File: config.mk
export PLATFORM = sky130hd
export DESIGN_NAME = rca_operand_loader
export DESIGN_NICKNAME = d
export VERILOG_FILES = /design/src/rtl/rca_opload_pkg.sv /design/src/rtl/rca_opload_outreg.sv /design/src/rtl/rca_operand_loader.sv
export SDC_FILE = /design/constraint.sdc
export NUM_CORES = 1
export LEC_CHECK = 0
export ABC_AREA = 1
export CORE_MARGIN = 3
export CORE_UTILIZATION = 36
export CTS_CLUSTER_DIAMETER = 30
export DETAILED_ROUTE_END_ITERATION = 8
export PLACE_DENSITY = 0.61
export SKIP_LAST_GASP = 1
export SLEW_MARGIN = 0
export SYNTH_ARGS = -nofsm -noshare
export SYNTH_HDL_FRONTEND = slang
export SYNTH_SLANG_ARGS = --single-unit
File: constraint.sdc
create_clock -name clk -period 4.1 [get_ports clk]
set_clock_uncertainty 0.05 [all_clocks]
set_input_delay 0.41 -clock clk [delete_from_list [all_inputs] [get_ports clk]]
set_output_delay 0.41 -clock clk [all_outputs]
set_load 0.05 [all_outputs]
File: src/rtl/rca_opload_pkg.sv
// Shared types for the 3-operand adder loader: FSM states and the registered operand bundle.
// Pure declarations; no timing or handshake behaviour lives here.
package rca_opload_pkg;
    localparam int OPLOAD_W    = 16;
    localparam int OPLOAD_NOPS = 3;

    typedef enum logic [1:0] {GET_A, GET_B, GET_C} opload_state_t;

    typedef struct packed {
        logic [OPLOAD_W-1:0] a;
        logic [OPLOAD_W-1:0] b;
        logic [OPLOAD_W-1:0] c;
        logic                cin;
    } opload_bundle_t;
endpackage

File: src/rtl/rca_opload_outreg.sv
// Output register for one operand bundle with its valid flag.
// Latency: load at cycle t is visible at t+1. Backpressure: holds bundle while op_ready_i=0.
// Accepts a new load in the same cycle the current bundle is taken.
module rca_opload_outreg
    import rca_opload_pkg::*;
(
    input  logic           clk,
    input  logic           rst,
    input  logic           ld_vld_i,
    input  opload_bundle_t ld_dat_i,
    output logic           ld_rdy_o,
    output opload_bundle_t op_dat_o,
    output logic           op_vld_o,
    input  logic           op_rdy_i
);
    opload_bundle_t bundle_q;
    logic           vld_q;

    always_ff @(posedge clk) begin
        if (rst) begin
            bundle_q <= '0;
            vld_q    <= 1'b0;
        end else if (ld_vld_i) begin
            bundle_q <= ld_dat_i;
            vld_q    <= 1'b1;
        end else if (vld_q && op_rdy_i) begin
            vld_q    <= 1'b0;
        end
    end

    assign ld_rdy_o = !vld_q || op_rdy_i;
    assign op_dat_o = bundle_q;
    assign op_vld_o = vld_q;
endmodule

File: src/rtl/rca_operand_loader.sv
// Packs a serial word stream into registered {A,B,C,cin} bundles for the 3-operand adder.
// Latency: word C accepted at t -> op_valid at t+1. Backpressure: in_ready drops only in GET_C.
// Optional macro RCA_OPLOAD_SUBTRACT_EN adds in_sub for A+B-C operation.
module rca_operand_loader
    import rca_opload_pkg::*;
#(
    parameter int W    = 16,
    parameter int NOPS = 3
) (
    input  logic         clk,
    input  logic         rst,
    input  logic [W-1:0] in_data,
    input  logic         in_cin,
`ifdef RCA_OPLOAD_SUBTRACT_EN
    input  logic         in_sub,
`endif
    input  logic         in_valid,
    output logic         in_ready,
    input  logic         abort,
    output logic [W-1:0] op_a,
    output logic [W-1:0] op_b,
    output logic [W-1:0] op_c,
    output logic         op_cin,
    output logic         op_valid,
    input  logic         op_ready,
    output logic         err_abort
);
    if (NOPS != OPLOAD_NOPS) begin : g_bad_nops
        $error("rca_operand_loader: NOPS must be 3");
    end
    if (W != OPLOAD_W) begin : g_bad_w
        $error("rca_operand_loader: W must equal OPLOAD_W");
    end

    opload_state_t  state_q, state_d;
    logic [W-1:0]   a_q, a_d, b_q, b_d;
    logic           cin_q, cin_d;
    logic           sub_q, sub_d;
    logic           err_q, err_d;
    logic           c_rdy, accept, load;
    opload_bundle_t ld_dat, op_dat;

    // abort wins over any accept, so the word on the bus that cycle is refused
    assign in_ready = !abort && ((state_q != GET_C) || c_rdy);
    assign accept   = in_valid && in_ready;
    assign load     = accept && (state_q == GET_C);

    always_comb begin
        state_d = state_q;
        a_d     = a_q;
        b_d     = b_q;
        cin_d   = cin_q;
        sub_d   = sub_q;
        err_d   = 1'b0;
        if (abort) begin
            state_d = GET_A;
            err_d   = (state_q == GET_B) || (state_q == GET_C);
        end else if (accept) begin
            case (state_q)
                GET_A: begin
                    a_d     = in_data;
                    cin_d   = in_cin;
`ifdef RCA_OPLOAD_SUBTRACT_EN
                    sub_d   = in_sub;
`else
                    sub_d   = 1'b0;
`endif
                    state_d = GET_B;
                end
                GET_B: begin
                    b_d     = in_data;
                    state_d = GET_C;
                end
                GET_C:   state_d = GET_A;
                default: state_d = GET_A;
            endcase
        end
    end

    always_ff @(posedge clk) begin
        if (rst) begin
            state_q <= GET_A;
            a_q     <= '0;
            b_q     <= '0;
            cin_q   <= 1'b0;
            sub_q   <= 1'b0;
            err_q   <= 1'b0;
        end else begin
            state_q <= state_d;
            a_q     <= a_d;
            b_q     <= b_d;
            cin_q   <= cin_d;
            sub_q   <= sub_d;
            err_q   <= err_d;
        end
    end

    // subtract mode forms A+B+~C+1 so the adder produces A+B-C
    assign ld_dat.a   = a_q;
    assign ld_dat.b   = b_q;
    assign ld_dat.c   = sub_q ? ~in_data : in_data;
    assign ld_dat.cin = sub_q ? 1'b1 : cin_q;

    rca_opload_outreg u_outreg (
        .clk      (clk),
        .rst      (rst),
        .ld_vld_i (load),
        .ld_dat_i (ld_dat),
        .ld_rdy_o (c_rdy),
        .op_dat_o (op_dat),
        .op_vld_o (op_valid),
        .op_rdy_i (op_ready)
    );

    assign op_a      = op_dat.a;
    assign op_b      = op_dat.b;
    assign op_c      = op_dat.c;
    assign op_cin    = op_dat.cin;
    assign err_abort = err_q;
endmodule

Word-level counts from Yosys, hierarchy flattened

Index checks and enable logic that the tools add are counted.

Register bits: 86
Input bits: 22
Output and inout bits: 52

Eq/ne operators: 3
Multiplexer cells: 3
Bitwise operators: 1
Reduce and logical (&&, ||, !) cells: 15

Operator list:

| cell                 | count |
|---|---|
| $reduce_and A3 Y1    | 2 |
| $logic_and A1 B1 Y1  | 4 |
| $pmux W2 S2          | 1 |
| $reduce_or A2 Y1     | 2 |
| $logic_or A1 B1 Y1   | 3 |
| $eq A2 B1 Y1 const B | 1 |
| $eq A2 B2 Y1 const B | 1 |
| $logic_not A1 Y1     | 2 |
| $logic_not A2 Y1     | 1 |
| $mux W1              | 2 |
| $ne A2 B2 Y1 const B | 1 |
| $reduce_bool A2 Y1   | 1 |
| $not A1 Y1           | 1 |

Logic depth before layout (Yosys ltp)

Word-level depth: 7
Mapped depth: 8

By module

From an unflattened synthesis, not the netlist that was laid out.

Cells, all modules: 449
Area, all modules: 3355.7 µm²

Modules (own cells, without submodules):

| module             | instances | cells an instance | area each (µm²) |
|---|---|---|---|
| rca_opload_outreg  | 1         | 217               | 1791.7 |
| rca_operand_loader | 1         | 232               | 1564.0 |

Worst setup path before layout

OpenSTA, ideal clock, no wires.

Path type: register -> output
From: register u_outreg.vld_q, in the netlist u_outreg.op_vld_o
To: output in_ready
Data arrival time: 1.147 ns
Data required time: 3.640 ns
Slack: 2.493 ns
Stages on the path, launching flop included: 4
Path through: dfxtp_1 -> nand3_1 -> nand2_1 -> inv_1

Cells in the longest elaborated chain, start to end: 4

RTL lines:

| what                   | line                     | source |
|---|---|---|
| start, declared        | rca_opload_outreg.sv:17  | `logic vld_q;` |
| start signal, assigned | rca_opload_outreg.sv:22  | `vld_q <= 1'b0;` |
| start signal, assigned | rca_opload_outreg.sv:25  | `vld_q <= 1'b1;` |
| start signal, assigned | rca_opload_outreg.sv:27  | `vld_q <= 1'b0;` |
| $logic_not A1 Y1       | rca_opload_outreg.sv:31  | `assign ld_rdy_o = !vld_q \|\| op_rdy_i;` |
| $logic_or A1 B1 Y1     | rca_opload_outreg.sv:31  |  |
| $logic_or A1 B1 Y1     | rca_operand_loader.sv:44 | `assign in_ready = !abort && ((state_q != GET_C) \|\| c_rdy);` |
| $logic_and A1 B1 Y1    | rca_operand_loader.sv:44 |  |
| end, declared          | rca_operand_loader.sv:18 | `output logic in_ready,` |

No other way between the ends.

Final worst setup path

From: register state_q[0]
To: output in_ready

Cells in the longest elaborated chain, start to end: 3

RTL lines:

| what                   | line                     | source |
|---|---|---|
| start, declared        | rca_operand_loader.sv:35 | `opload_state_t state_q, state_d;` |
| start signal, assigned | rca_operand_loader.sv:89 | `state_q <= state_d;` |
| $ne A2 B2 Y1           | rca_operand_loader.sv:44 |  |
| $logic_or A1 B1 Y1     | rca_operand_loader.sv:44 |  |
| $logic_and A1 B1 Y1    | rca_operand_loader.sv:44 |  |

No other way between the ends.

==> run summary <==
The effective utilization at floorplan is 37.5%. The startpoint identified for the worst register-to-register timing path is state_q[0]. Global-route usage over all layers: 14.3%. Across the VDD grid, the largest voltage drop is 0.000212 V. In the final layout, flip-flops and latches occupy 1720 µm². The clock tree synthesis step divided the H-tree into 3 levels. The clock net sink count was 86.

The design draws 1600 µW. The path depth of the worst reg2reg path was 6; the distinct cell type count after synthesis was 13. Class of the most critical setup path: reg -> out. The tools report the number of hold violations in the final report as 0. For the sequential-to-total area share from yosys stat, the log shows 49.0%. STA classifies the critical path endpoint as a primary output. Max-cap violations in this run came to 0.

The fraction of layout instances using a drive strength above 1 came out at 3.59%. The hold path startpoint is b_q[3]. In this run the worst hold path is classified as reg -> reg. 0 antenna diodes ended up in the layout.

Of the total synthesized cell area, the portion taken by AND, OR, NAND and NOR gates is 36.9%. Clock tree synthesis selected as its root buffer the cell sky130_fd_sc_hd__clkbuf_8. After Yosys synthesis, XOR and XNOR cells account for 0% of the synthesized area. When the netlist entered floorplanning its net count stood at 570. Summed over its instances, the top area cell type makes up 49.0% of the synthesized netlist area. The floorplan step set the die height to 105 µm. Counting along the longest clock path gives a buffer depth of 2. The detail-routed net length per standard cell works out to 10.3 µm. After synthesis, the share of flip-flops with an asynchronous set or reset is 0%.

Setup repair after global routing left no endpoint under its margin. TritonCTS built the clock tree. The compound-cell area share of the yosys netlist is 0.427%, and the overflow left after global routing is 0.

The most numerous cell on the critical path is sky130_fd_sc_hd__inv_1. Data arrives at the worst endpoint at 2.12 ns. The post-detailed-route via-to-cell ratio is 4.07. At the later pin of the worst-skew pair, clock insertion delay measures 0.34 ns. For the post-placement cell area, the log shows 4330 µm². The worst setup slack after placement was 1.57 ns; the final sum of negative setup slack was 0 ns. The max-slew violation total from the final report came out at 0. For this run, the leading register cell type out of synthesis is sky130_fd_sc_hd__dfxtp_1. The final critical path time including I/O delays and setup was 2.58 ns; the count of endpoints failing setup in the final report was 0. The run gives 9 as the clock buffer count from CTS.

The tools report the number of top-level pins as 74. The logs give 0 for the count of synthesis-stage warnings from yosys and 0 for the count of buffers added by post-CTS timing repair for setup. The cell leakage power came out at 0.00240 µW.

The worst hold path passes through 2 cells. Area growth from synthesis to final layout: 29.3%. The synthesized area was 3520 µm². In this run, post-CTS hold repair placed 0 buffers. Number of DRC violations after detailed-routing iteration 0: 116. The slowest stage cell on the critical path is sky130_fd_sc_hd__clkdlybuf4s50_1. The detail route stage leaves a number of antenna-violating nets equal to 0. By area, the combinational part of the netlist is dominated by simple AND/OR/NAND/NOR gates.

The largest single stage delay on the critical path is 0.79 ns. Setup slack on the critical path of the routed design comes to 1.52 ns. Entering global routing, the biggest net connects 55 pins. The signal on the critical path passes through inv_1, ha_1, nand3_1, nand2_1, inv_1, clkdlybuf4s50_1. After clock tree synthesis, the clock-pin slew on the worst setup and hold paths is 0.08 ns. The detailed-route via count was 3017. The finished layout holds 742 standard cells, fillers aside. Each instance of the synthesized netlist takes up on average 6.45 µm².

The proportion of synthesized area in mux cells came out at 0%. Once placement completed, the tool counted placed cells totaling 726. Post-CTS repair changed the size of 0 cells. After detailed routing, the number of remaining DRC violations is 0. The total detailed-routing wirelength is 7.67 mm. Summing the areas of all fa, ha and maj instances in the mapped netlist gives 1.07% of the synthesized area.

Ranked by total cell area, the synthesized netlist is headed by sky130_fd_sc_hd__dfxtp_1, sky130_fd_sc_hd__nand2_1, sky130_fd_sc_hd__nor2_1. Row generation in the floorplan step produced 35 rows. Counting flops with a built-in enable in the synthesized netlist gives 0.

The floorplan die area is 11000 µm². The via count of the first global-routing pass came out at 2802. The core region is 9370 µm². The tools report the data required time of the worst path as 3.64 ns. The HPWL after detailed placement is 5.03 mm. The synthesized design contains 86 register bits. Yosys instantiated no cell more often than sky130_fd_sc_hd__nand2_1. The buffer and inverter count on the worst path works out to 3. Static timing analysis puts the maximum clock frequency at 388 MHz.

In this run the tightest slew margin relative to its limit is 36.2%. The fraction of the cycle the final worst path needs came out at 62.9%. The worst register-to-register path ends at a_q[4].

For hold timing, the worst endpoint is u_outreg.op_dat_o[20]. Summing all non-filler instances in the final layout gives an area of 4550 µm². For this design the ratio of total power to cell area is 351 nW/µm². The number of iterations in the first detailed-routing pass was 4; the maximum fanout along the worst path was 4. The number of port buffers was 73; the global-route wire length before repair was 12.9 mm.

The library cell occupying the most area in the post-synthesis netlist is sky130_fd_sc_hd__dfxtp_1. The commonest cells after synthesis are sky130_fd_sc_hd__nand2_1, sky130_fd_sc_hd__nor2_1, sky130_fd_sc_hd__inv_1, sky130_fd_sc_hd__dfxtp_1, sky130_fd_sc_hd__buf_2. For this run, the post-layout net count is 633. In the synthesized netlist, the number of instances is 545. The kind of launch point of the worst setup path is a flop.

Transition time of the tightest slew-check pin: 0.955 ns. For the number of fill cells, the log shows 991. The tools report the area of the multi-input gates as 1360 µm².

The run gives 0.706 as the routability congestion estimate. The setup slack on the worst flop-to-flop path was 1.81 ns. The flow ran to the end, and the final reports show no timing, DRC or antenna violations. Initial antenna violation count: 0. The horizontal die dimension works out to 105 µm. The kind of cell with the highest combined delay along the critical path is buffers and inverters.
-- where the power goes --
part / internal (µW) / switching (µW) / total (µW)
Clock: 359 / 288 / 647
Combinational: 36.4 / 55.6 / 92.0
Sequential: 850 / 7.62 / 858
Total: 1250 / 352 / 1600
-- worst max path at each step --
stage | slack (ns) | cells past startpoint | start | endpoint
floorplan | 2.49 | 3 | u_outreg.op_vld_o | in_ready
global placement | 1.59 | 6 | op_ready | a_q[11]
detailed placement | 1.57 | 6 | op_ready | a_q[4]
CTS | 1.49 | 6 | state_q[0] | in_ready
global route | 1.39 | 6 | state_q[0] | in_ready
finish | 1.52 | 6 | state_q[0] | in_ready
-- cell usage in the layout, fill, tap and decap left out --
master / instances
sky130_fd_sc_hd__nand2_1: 170
sky130_fd_sc_hd__ha_1: 3
sky130_fd_sc_hd__nand4_1: 1
sky130_fd_sc_hd__inv_1: 86
sky130_fd_sc_hd__nand4_2: 1
sky130_fd_sc_hd__nand3_1: 2
sky130_fd_sc_hd__clkinv_2: 2
sky130_fd_sc_hd__inv_2: 2
sky130_fd_sc_hd__clkbuf_8: 10
sky130_fd_sc_hd__bufinv_16: 2
sky130_fd_sc_hd__clkdlybuf4s50_1: 73
sky130_fd_sc_hd__buf_4: 4
sky130_fd_sc_hd__dfxtp_1: 86
sky130_fd_sc_hd__nand4_4: 1
sky130_fd_sc_hd__nor2_1: 165
sky130_fd_sc_hd__a21oi_1: 3
sky130_fd_sc_hd__clkbuf_1: 2
-- metal layers --
| metal | vias up | wire length, µm | track usage [%] |
|---|---|---|---|
| met5 | - | 0 | 0 |
| met4 | 0 | 57 | 4.69 |
| met3 | 4 | 337 | 4.01 |
| met2 | 56 | 3550 | 23.8 |
| met1 | 1290 | 3730 | 17.9 |
| li1 | 1667 | - | - |
-- through the flow --
| step | hold slack, ns | utilization [%] |
|---|---|---|
| finish | 0.437 | 48.5 |
| detailed placement | 0.420 | 46.2 |
| global route | 0.465 | 48.5 |
| floorplan | 0.404 | - |
| global placement | 0.412 | 46.2 |
| CTS | 0.440 | 48.5 |
-- sequential cells by signal, indices dropped and copies added, names as in the netlist --
signal             flops
state_q                2
a_q                   16
cin_q                  1
u_outreg.op_dat_o     49
err_abort              1
b_q                   16
u_outreg.op_vld_o      1
-- cell families (layout without fill, tap and decap cells) --
family	after synthesis	in the layout
compound gates	3	3
simple gates	340	340
buf+inv	113	181
flops	86	86
fa+ha+maj	3	3
-- worst register-to-register path, stage by stage (launching register included) --
cell and delay [ns]:
sky130_fd_sc_hd__dfxtp_1 0.36, sky130_fd_sc_hd__inv_1 0.07, sky130_fd_sc_hd__ha_1 0.25, sky130_fd_sc_hd__nand3_1 0.17, sky130_fd_sc_hd__nand4_2 0.74, sky130_fd_sc_hd__nor2_1 0.43, sky130_fd_sc_hd__nor2_1 0.09
-- cell type report --
cell class,count,share of cell area (%)
sequential,86,37.8
clock inverter,4,1.54
timing repair buffer,77,16.7
multi-input combinational,346,29.9
clock buffer,12,3.19
tap,129,3.55
inverter,88,7.26
Note: power is estimated with default switching activity, not from simulation.
